===== config.mk =====
export PLATFORM = sky130hd
export DESIGN_NAME = mem_stage_ctrl
export DESIGN_NICKNAME = d
export VERILOG_FILES = /design/src/rtl/mips_pkg.sv /design/src/rtl/mem_wb_reg.sv /design/src/rtl/mem_stage_ctrl.sv
export SDC_FILE = /design/constraint.sdc
export NUM_CORES = 1
export LEC_CHECK = 0
export BUFFER_PORTS_ARGS = -buffer_cell sky130_fd_sc_hd__buf_2
export CORE_MARGIN = 4
export CORE_UTILIZATION = 50
export DETAILED_ROUTE_END_ITERATION = 16
export PLACE_DENSITY = 0.84
export RECOVER_POWER = 25
export SYNTH_ARGS = -nofsm -noshare
export SYNTH_HDL_FRONTEND = slang
export SYNTH_HIERARCHICAL = 1
export SYNTH_SLANG_ARGS = --single-unit

===== constraint.sdc =====
create_clock -name CLK -period 7.6 [get_ports CLK]
set_clock_uncertainty 0.1 [all_clocks]
set_input_delay 1.52 -clock CLK [delete_from_list [all_inputs] [get_ports CLK]]
set_output_delay 1.52 -clock CLK [all_outputs]
set_load 0.02 [all_outputs]

===== src/rtl/mips_pkg.sv =====
// Shared definitions for the MEM stage of the MIPS pipeline.
//   state_t    : MEM-stage controller states (IDLE, WAIT)
//   BAD_DATA   : writeback value for an abandoned (timed-out) access
//   REG_ADDR_W : register-file address width
package mips_pkg;

  typedef enum logic {
    IDLE = 1'b0,
    WAIT = 1'b1
  } state_t;

  localparam logic [31:0] BAD_DATA   = 32'hDEADBEEF;
  localparam int unsigned REG_ADDR_W = 5;

endpackage


===== src/rtl/mem_wb_reg.sv =====
// MEM/WB pipeline register. Captures on the falling edge of CLK, async
// active-high reset clears every field.
//   CLK, RST        : clock / reset
//   wb_*_d          : next writeback values computed by mem_stage_ctrl
//   wb_valid        : registered slot-valid
//   wb_regwrite     : registered register-file write enable
//   wb_addr         : registered destination register
//   wb_data         : registered writeback data
module mem_wb_reg
  import mips_pkg::*;
#(
  parameter int unsigned DATA_W = 32
) (
  input  logic                  CLK,
  input  logic                  RST,
  input  logic                  wb_valid_d,
  input  logic                  wb_regwrite_d,
  input  logic [REG_ADDR_W-1:0] wb_addr_d,
  input  logic [DATA_W-1:0]     wb_data_d,
  output logic                  wb_valid,
  output logic                  wb_regwrite,
  output logic [REG_ADDR_W-1:0] wb_addr,
  output logic [DATA_W-1:0]     wb_data
);

  logic                  wb_valid_q;
  logic                  wb_regwrite_q;
  logic [REG_ADDR_W-1:0] wb_addr_q;
  logic [DATA_W-1:0]     wb_data_q;

  always_ff @(negedge CLK or posedge RST) begin
    if (RST) begin
      wb_valid_q    <= 1'b0;
      wb_regwrite_q <= 1'b0;
      wb_addr_q     <= '0;
      wb_data_q     <= '0;
    end else begin
      wb_valid_q    <= wb_valid_d;
      wb_regwrite_q <= wb_regwrite_d;
      wb_addr_q     <= wb_addr_d;
      wb_data_q     <= wb_data_d;
    end
  end

  assign wb_valid    = wb_valid_q;
  assign wb_regwrite = wb_regwrite_q;
  assign wb_addr     = wb_addr_q;
  assign wb_data     = wb_data_q;

endmodule


===== src/rtl/mem_stage_ctrl.sv =====
// MEM stage controller: consumer of the EX/MEM register.
// Issues loads/stores to data memory over a req/ack handshake, stalls the
// older stages while an access is outstanding, abandons an access after
// TIMEOUT un-acked WAIT cycles, and feeds the MEM/WB register.
// All state changes on the falling edge of CLK; RST is async, active-high.
//   in_valid, ALUresult, store_data, Wreg_addr, RegWrite, MemWrite,
//   MemRead, MemtoReg, flush : EX/MEM slot contents and squash request
//   mem_req/mem_we/mem_addr/mem_wdata, mem_ack/mem_rdata : memory port
//   stall : hold EX/MEM and older stages (combinational)
//   wb_valid/wb_regwrite/wb_addr/wb_data : MEM/WB register outputs
//   mem_err : sticky error (timeout, or MemRead & MemWrite together)
module mem_stage_ctrl
  import mips_pkg::*;
#(
  parameter int unsigned DATA_W  = 32,
  parameter int unsigned TIMEOUT = 255
) (
  input  logic                  CLK,
  input  logic                  RST,
  input  logic                  in_valid,
  input  logic [DATA_W-1:0]     ALUresult,
  input  logic [DATA_W-1:0]     store_data,
  input  logic [REG_ADDR_W-1:0] Wreg_addr,
  input  logic                  RegWrite,
  input  logic                  MemWrite,
  input  logic                  MemRead,
  input  logic                  MemtoReg,
  input  logic                  flush,
  output logic                  mem_req,
  output logic                  mem_we,
  output logic [DATA_W-1:0]     mem_addr,
  output logic [DATA_W-1:0]     mem_wdata,
  input  logic                  mem_ack,
  input  logic [DATA_W-1:0]     mem_rdata,
  output logic                  stall,
  output logic                  wb_valid,
  output logic                  wb_regwrite,
  output logic [REG_ADDR_W-1:0] wb_addr,
  output logic [DATA_W-1:0]     wb_data,
  output logic                  mem_err
);

  localparam logic [15:0] CNT_LAST = 16'(TIMEOUT - 1);

  state_t                state_q,    state_d;
  logic                  mem_req_q,  mem_req_d;
  logic                  mem_we_q,   mem_we_d;
  logic [DATA_W-1:0]     mem_addr_q, mem_addr_d;
  logic [DATA_W-1:0]     mem_wdata_q, mem_wdata_d;
  logic [REG_ADDR_W-1:0] wreg_q,     wreg_d;
  logic                  regwrite_q, regwrite_d;
  logic                  memtoreg_q, memtoreg_d;
  logic                  is_load_q,  is_load_d;
  logic                  squashed_q, squashed_d;
  logic [15:0]           cnt_q,      cnt_d;
  logic                  mem_err_q,  mem_err_d;

  logic                  wb_valid_d;
  logic                  wb_regwrite_d;
  logic [REG_ADDR_W-1:0] wb_addr_d;
  logic [DATA_W-1:0]     wb_data_d;

  logic issue;
  logic start;
  logic stall_c;

  assign issue = in_valid & ~flush & (MemRead | MemWrite);

  always_comb begin
    state_d       = state_q;
    mem_req_d     = mem_req_q;
    mem_we_d      = mem_we_q;
    mem_addr_d    = mem_addr_q;
    mem_wdata_d   = mem_wdata_q;
    wreg_d        = wreg_q;
    regwrite_d    = regwrite_q;
    memtoreg_d    = memtoreg_q;
    is_load_d     = is_load_q;
    squashed_d    = squashed_q;
    cnt_d         = cnt_q;
    mem_err_d     = mem_err_q;
    wb_valid_d    = 1'b0;
    wb_regwrite_d = 1'b0;
    wb_addr_d     = wb_addr;
    wb_data_d     = wb_data;
    stall_c       = 1'b0;
    start         = 1'b0;

    unique case (state_q)
      IDLE: begin
        if (issue) begin
          start   = 1'b1;
          stall_c = 1'b1;
        end else if (in_valid && !flush) begin
          wb_valid_d    = 1'b1;
          wb_regwrite_d = RegWrite;
          wb_addr_d     = Wreg_addr;
          wb_data_d     = ALUresult;
        end
      end
      WAIT: begin
        stall_c = ~mem_ack;
        if (flush) squashed_d = 1'b1;
        if (mem_ack) begin
          // A flush in the ack cycle squashes the completing access and
          // also blocks a new one from the EX/MEM slot.
          state_d       = IDLE;
          mem_req_d     = 1'b0;
          wb_valid_d    = 1'b1;
          wb_regwrite_d = regwrite_q & ~squashed_q & ~flush;
          wb_addr_d     = wreg_q;
          wb_data_d     = (is_load_q && memtoreg_q) ? mem_rdata : mem_addr_q;
          // EX/MEM advances on this edge: a queued memory op issues at once.
          if (issue) start = 1'b1;
        end else if (cnt_q == CNT_LAST) begin
          state_d       = IDLE;
          mem_req_d     = 1'b0;
          mem_err_d     = 1'b1;
          wb_valid_d    = 1'b1;
          wb_regwrite_d = 1'b0;
          wb_addr_d     = wreg_q;
          wb_data_d     = DATA_W'(BAD_DATA);
        end else begin
          cnt_d = cnt_q + 16'd1;
        end
      end
      default: state_d = IDLE;
    endcase

    if (start) begin
      state_d     = WAIT;
      mem_req_d   = 1'b1;
      mem_we_d    = MemWrite;
      mem_addr_d  = ALUresult;
      mem_wdata_d = store_data;
      wreg_d      = Wreg_addr;
      regwrite_d  = RegWrite;
      memtoreg_d  = MemtoReg;
      is_load_d   = MemRead & ~MemWrite;
      squashed_d  = 1'b0;
      cnt_d       = '0;
      if (MemRead && MemWrite) mem_err_d = 1'b1;
    end
  end

  always_ff @(negedge CLK or posedge RST) begin
    if (RST) begin
      state_q     <= IDLE;
      mem_req_q   <= 1'b0;
      mem_we_q    <= 1'b0;
      mem_addr_q  <= '0;
      mem_wdata_q <= '0;
      wreg_q      <= '0;
      regwrite_q  <= 1'b0;
      memtoreg_q  <= 1'b0;
      is_load_q   <= 1'b0;
      squashed_q  <= 1'b0;
      cnt_q       <= '0;
      mem_err_q   <= 1'b0;
    end else begin
      state_q     <= state_d;
      mem_req_q   <= mem_req_d;
      mem_we_q    <= mem_we_d;
      mem_addr_q  <= mem_addr_d;
      mem_wdata_q <= mem_wdata_d;
      wreg_q      <= wreg_d;
      regwrite_q  <= regwrite_d;
      memtoreg_q  <= memtoreg_d;
      is_load_q   <= is_load_d;
      squashed_q  <= squashed_d;
      cnt_q       <= cnt_d;
      mem_err_q   <= mem_err_d;
    end
  end

  mem_wb_reg #(.DATA_W(DATA_W)) u_mem_wb_reg (
    .CLK           (CLK),
    .RST           (RST),
    .wb_valid_d    (wb_valid_d),
    .wb_regwrite_d (wb_regwrite_d),
    .wb_addr_d     (wb_addr_d),
    .wb_data_d     (wb_data_d),
    .wb_valid      (wb_valid),
    .wb_regwrite   (wb_regwrite),
    .wb_addr       (wb_addr),
    .wb_data       (wb_data)
  );

  // Stall is combinational, so it is gated by reset to read 0 during RST.
  assign stall     = stall_c & ~RST;
  assign mem_req   = mem_req_q;
  assign mem_we    = mem_we_q;
  assign mem_addr  = mem_addr_q;
  assign mem_wdata = mem_wdata_q;
  assign mem_err   = mem_err_q;

endmodule

==> flow_summary.ini <==
[synth]
synthXorXnorAreaFrac = 0
synth_mux_area_frac = 0.104
seq_area_frac_synth = 0.520
synth_top_area_share = 0.520
synth-compound-area-share = 0.113
synth_edf_count = 0
synthTopCellsByArea = dfrtn_1, nand2_1, mux2_2
synth_area_um2 = 6350
synth_warnings = 6
synth.net_count = 796
synthAdderAreaFrac = 0.00394
post-synth-top-area-cell = dfrtn_1
synth_top_family_by_area = simple AND/OR/NAND/NOR gates
netlist_instances = 684
avgSynthCellArea_um2 = 9.29
async_reset_ff_frac = 1.00
synthSimpleGateAreaFrac = 0.222
synth_seq_cells = 132
ys.flop_type = dfrtn_1
yosysUniqueCellTypes = 50

[critical_path]
r2r-start = cnt_q[1]
cp-start-kind = flop
cp_max_fo = 6
path_cells = nand2b_1 -> a21oi_1 -> buf_2
cp_top_family = flip-flops
crit_slowest_cell = dfrtn_1
critical_path_class = reg -> out
worstSetupStartpoint = state_q
critical_path_arrival_ns = 5.33
end_kind = output pin
max_stage_delay_ns = 0.56
crit_buf_inv = 1
cp_data_required_time_ns = 5.98

[routing]
drt-total-wl_mm = 18.2
drt_iter0_markers = 582
viasPerCell = 5.51
vias = 5920
wl_per_cell_um = 16.9
antenna_left = 0
drcViolationCount = 0
drtPass1Iterations = 7

[pwr]
p_sw_uw = 800
p_comb_frac = 0.264
netSwitchingFraction = 0.331
seqPwrFrac = 0.395
clkPwrFrac = 0.341
power_density_nw_per_um2 = 294
p_int_uw = 1620
power_leakage_uw = 0.00439
peakVddDrop_uv = 184

[timing]
max_slew_margin = -0.0762
fin_tns_setup_ns = 0
worst_pin_slew_ns = 1.61
rsz0062_at_grt = false
setup_viol = 0
finalHoldViolCount = 0
setup_slack_ns = 0.652
report.final.slew_viol_count = 40

[clock_network]
cts-buffers-inserted = 17
tritoncts = built
cts.sinks = 132
htree_levels = 4
cts.path.max_buffers = 2
insertion_delay_ns = 0.39
root_buffer = clkbuf_16
cts-hold-fix-buffers = 0
cts-resized-gates = 0
post_cts_buffers = 0
path_clk_slew_ns = 0.04

[placed_design]
globalplace.congestion = 0.855
place_ws_ns = 0.575
io_buffers = 216
dp_hpwl_mm = 13.1

[die]
io-pin-count = 217
dieArea_um2 = 14600
die_h_um = 121
coreArea_um2 = 12200
row_count = 40
die-width_um = 121
start_util = 0.520

[final_layout]
syn_to_final_growth_pct = 29.5
nets = 1006
mostFrequentLayoutCell = nand2_1
drive_above_1_share = 0.357
layout_common_cells = nand2_1, buf_2, dfrtn_1
n_fill_cell = 992
postLayoutCoreUtil = 0.673

[global_routing]
grt_pass1_wl_mm = 29.2
overflow = 0
antenna_found_initial = 0
grt_max_degree = 58
grt_pass1_vias = 5842
grt.total_usage = 0.252

[outcome]
status = finished with violations
violations = capacitance limit, slew limit

[min_path]
hold_class = reg -> reg
timing.hold.worst.start = mem_wdata[16]

[run]
maxCapViolCount = 1
## final cells by class
cell class,instances,area [um^2],share of cell area
antenna,1,2.50,0.000304
clock buffer,18,439,0.0534
clock inverter,13,159,0.0193
inverter,5,20.0,0.00243
multi-input combinational,503,2840,0.346
sequential,132,3300,0.402
tap,168,210,0.0256
timing repair buffer,235,1240,0.151
## cell families after synthesis
logic type / count (synthesis)
flops: 132
buf+inv: 49
fa+ha+maj: 2
simple gates: 331
mux: 62
compound gates: 108
## flip-flops by register name (all words and copies together), names as in the netlist, 5 cells and up
| name | cells |
|---|---|
| mem_addr | 32 |
| mem_wdata | 32 |
| u_mem_wb_reg/wb_data | 32 |
| cnt_q | 16 |
| u_mem_wb_reg/wb_addr | 5 |
| wreg_q | 5 |
## synthesized netlist by cell type (3+ instances only)
master	count
a21oi_1	18
a32oi_1	12
and3_1	3
and4_1	3
buf_1	6
buf_2	3
buf_4	3
buf_6	3
clkbuf_1	28
dfrtn_1	132
inv_1	5
mux2_2	32
mux2i_1	30
nand2_1	258
nand3_1	10
nand4_1	5
nor2_1	26
nor4b_1	3
o211ai_1	4
o21ai_0	30
o22ai_1	24
o31ai_1	6
or4_2	8
## power groups by stage
| stage | Combinational (uW) | Clock, uW | Sequential (uW) |
|---|---|---|---|
| 5_1_grt | 695 | 868 | 973 |
| 4_1_cts | 644 | 835 | 952 |
| 3_3_place_gp | 624 | 0 | 955 |
| 6_report | 638 | 824 | 954 |
| 2_1_floorplan | 255 | 0 | 1100 |
| 3_5_place_dp | 641 | 0 | 960 |
## worst paths after layout
kind                                 endpoint  slack (ns)  depth (start not counted)
worst max-delay path                    stall        0.65                          3
worst min-delay path            mem_wdata[16]        0.32                          2
worst max register to register      cnt_q[12]        4.84                          6
min in group asynchronous       mem_wdata[30]        5.06                          2
worst min register to register  mem_wdata[16]        0.32                          2
max in group asynchronous         mem_addr[2]        0.91                          3
## metrics by stage
step           area (um^2)  power, uW  instances  hold slack, ns
3_3_place_gp          7640       1580       1043           0.316
3_5_place_dp          7640       1600       1043           0.317
4_1_cts               8240       2430       1074           0.318
6_report              8220       2420       1075           0.316
5_1_grt               8220       2540       1074           0.344
2_1_floorplan         6350       1350        684           0.298
## layer usage
| layer | part of all wire | routed length, um | up-vias | global-route usage |
|---|---|---|---|---|
| met4 | 0.026 | 467 | 0 | 0.106 |
| met5 | 0 | 0 | - | 0 |
| met3 | 0.087 | 1580 | 39 | 0.0725 |
| met1 | 0.41 | 7490 | 2854 | 0.320 |
| met2 | 0.48 | 8650 | 265 | 0.403 |
| li1 | - | - | 2762 | - |
## worst min-delay path, stage by stage (launching register included)
cell and delay (ns):
dfrtn_1 0.40, nand2_1 0.05, nand2_1 0.05
Power figures use the tool's default switching activity.
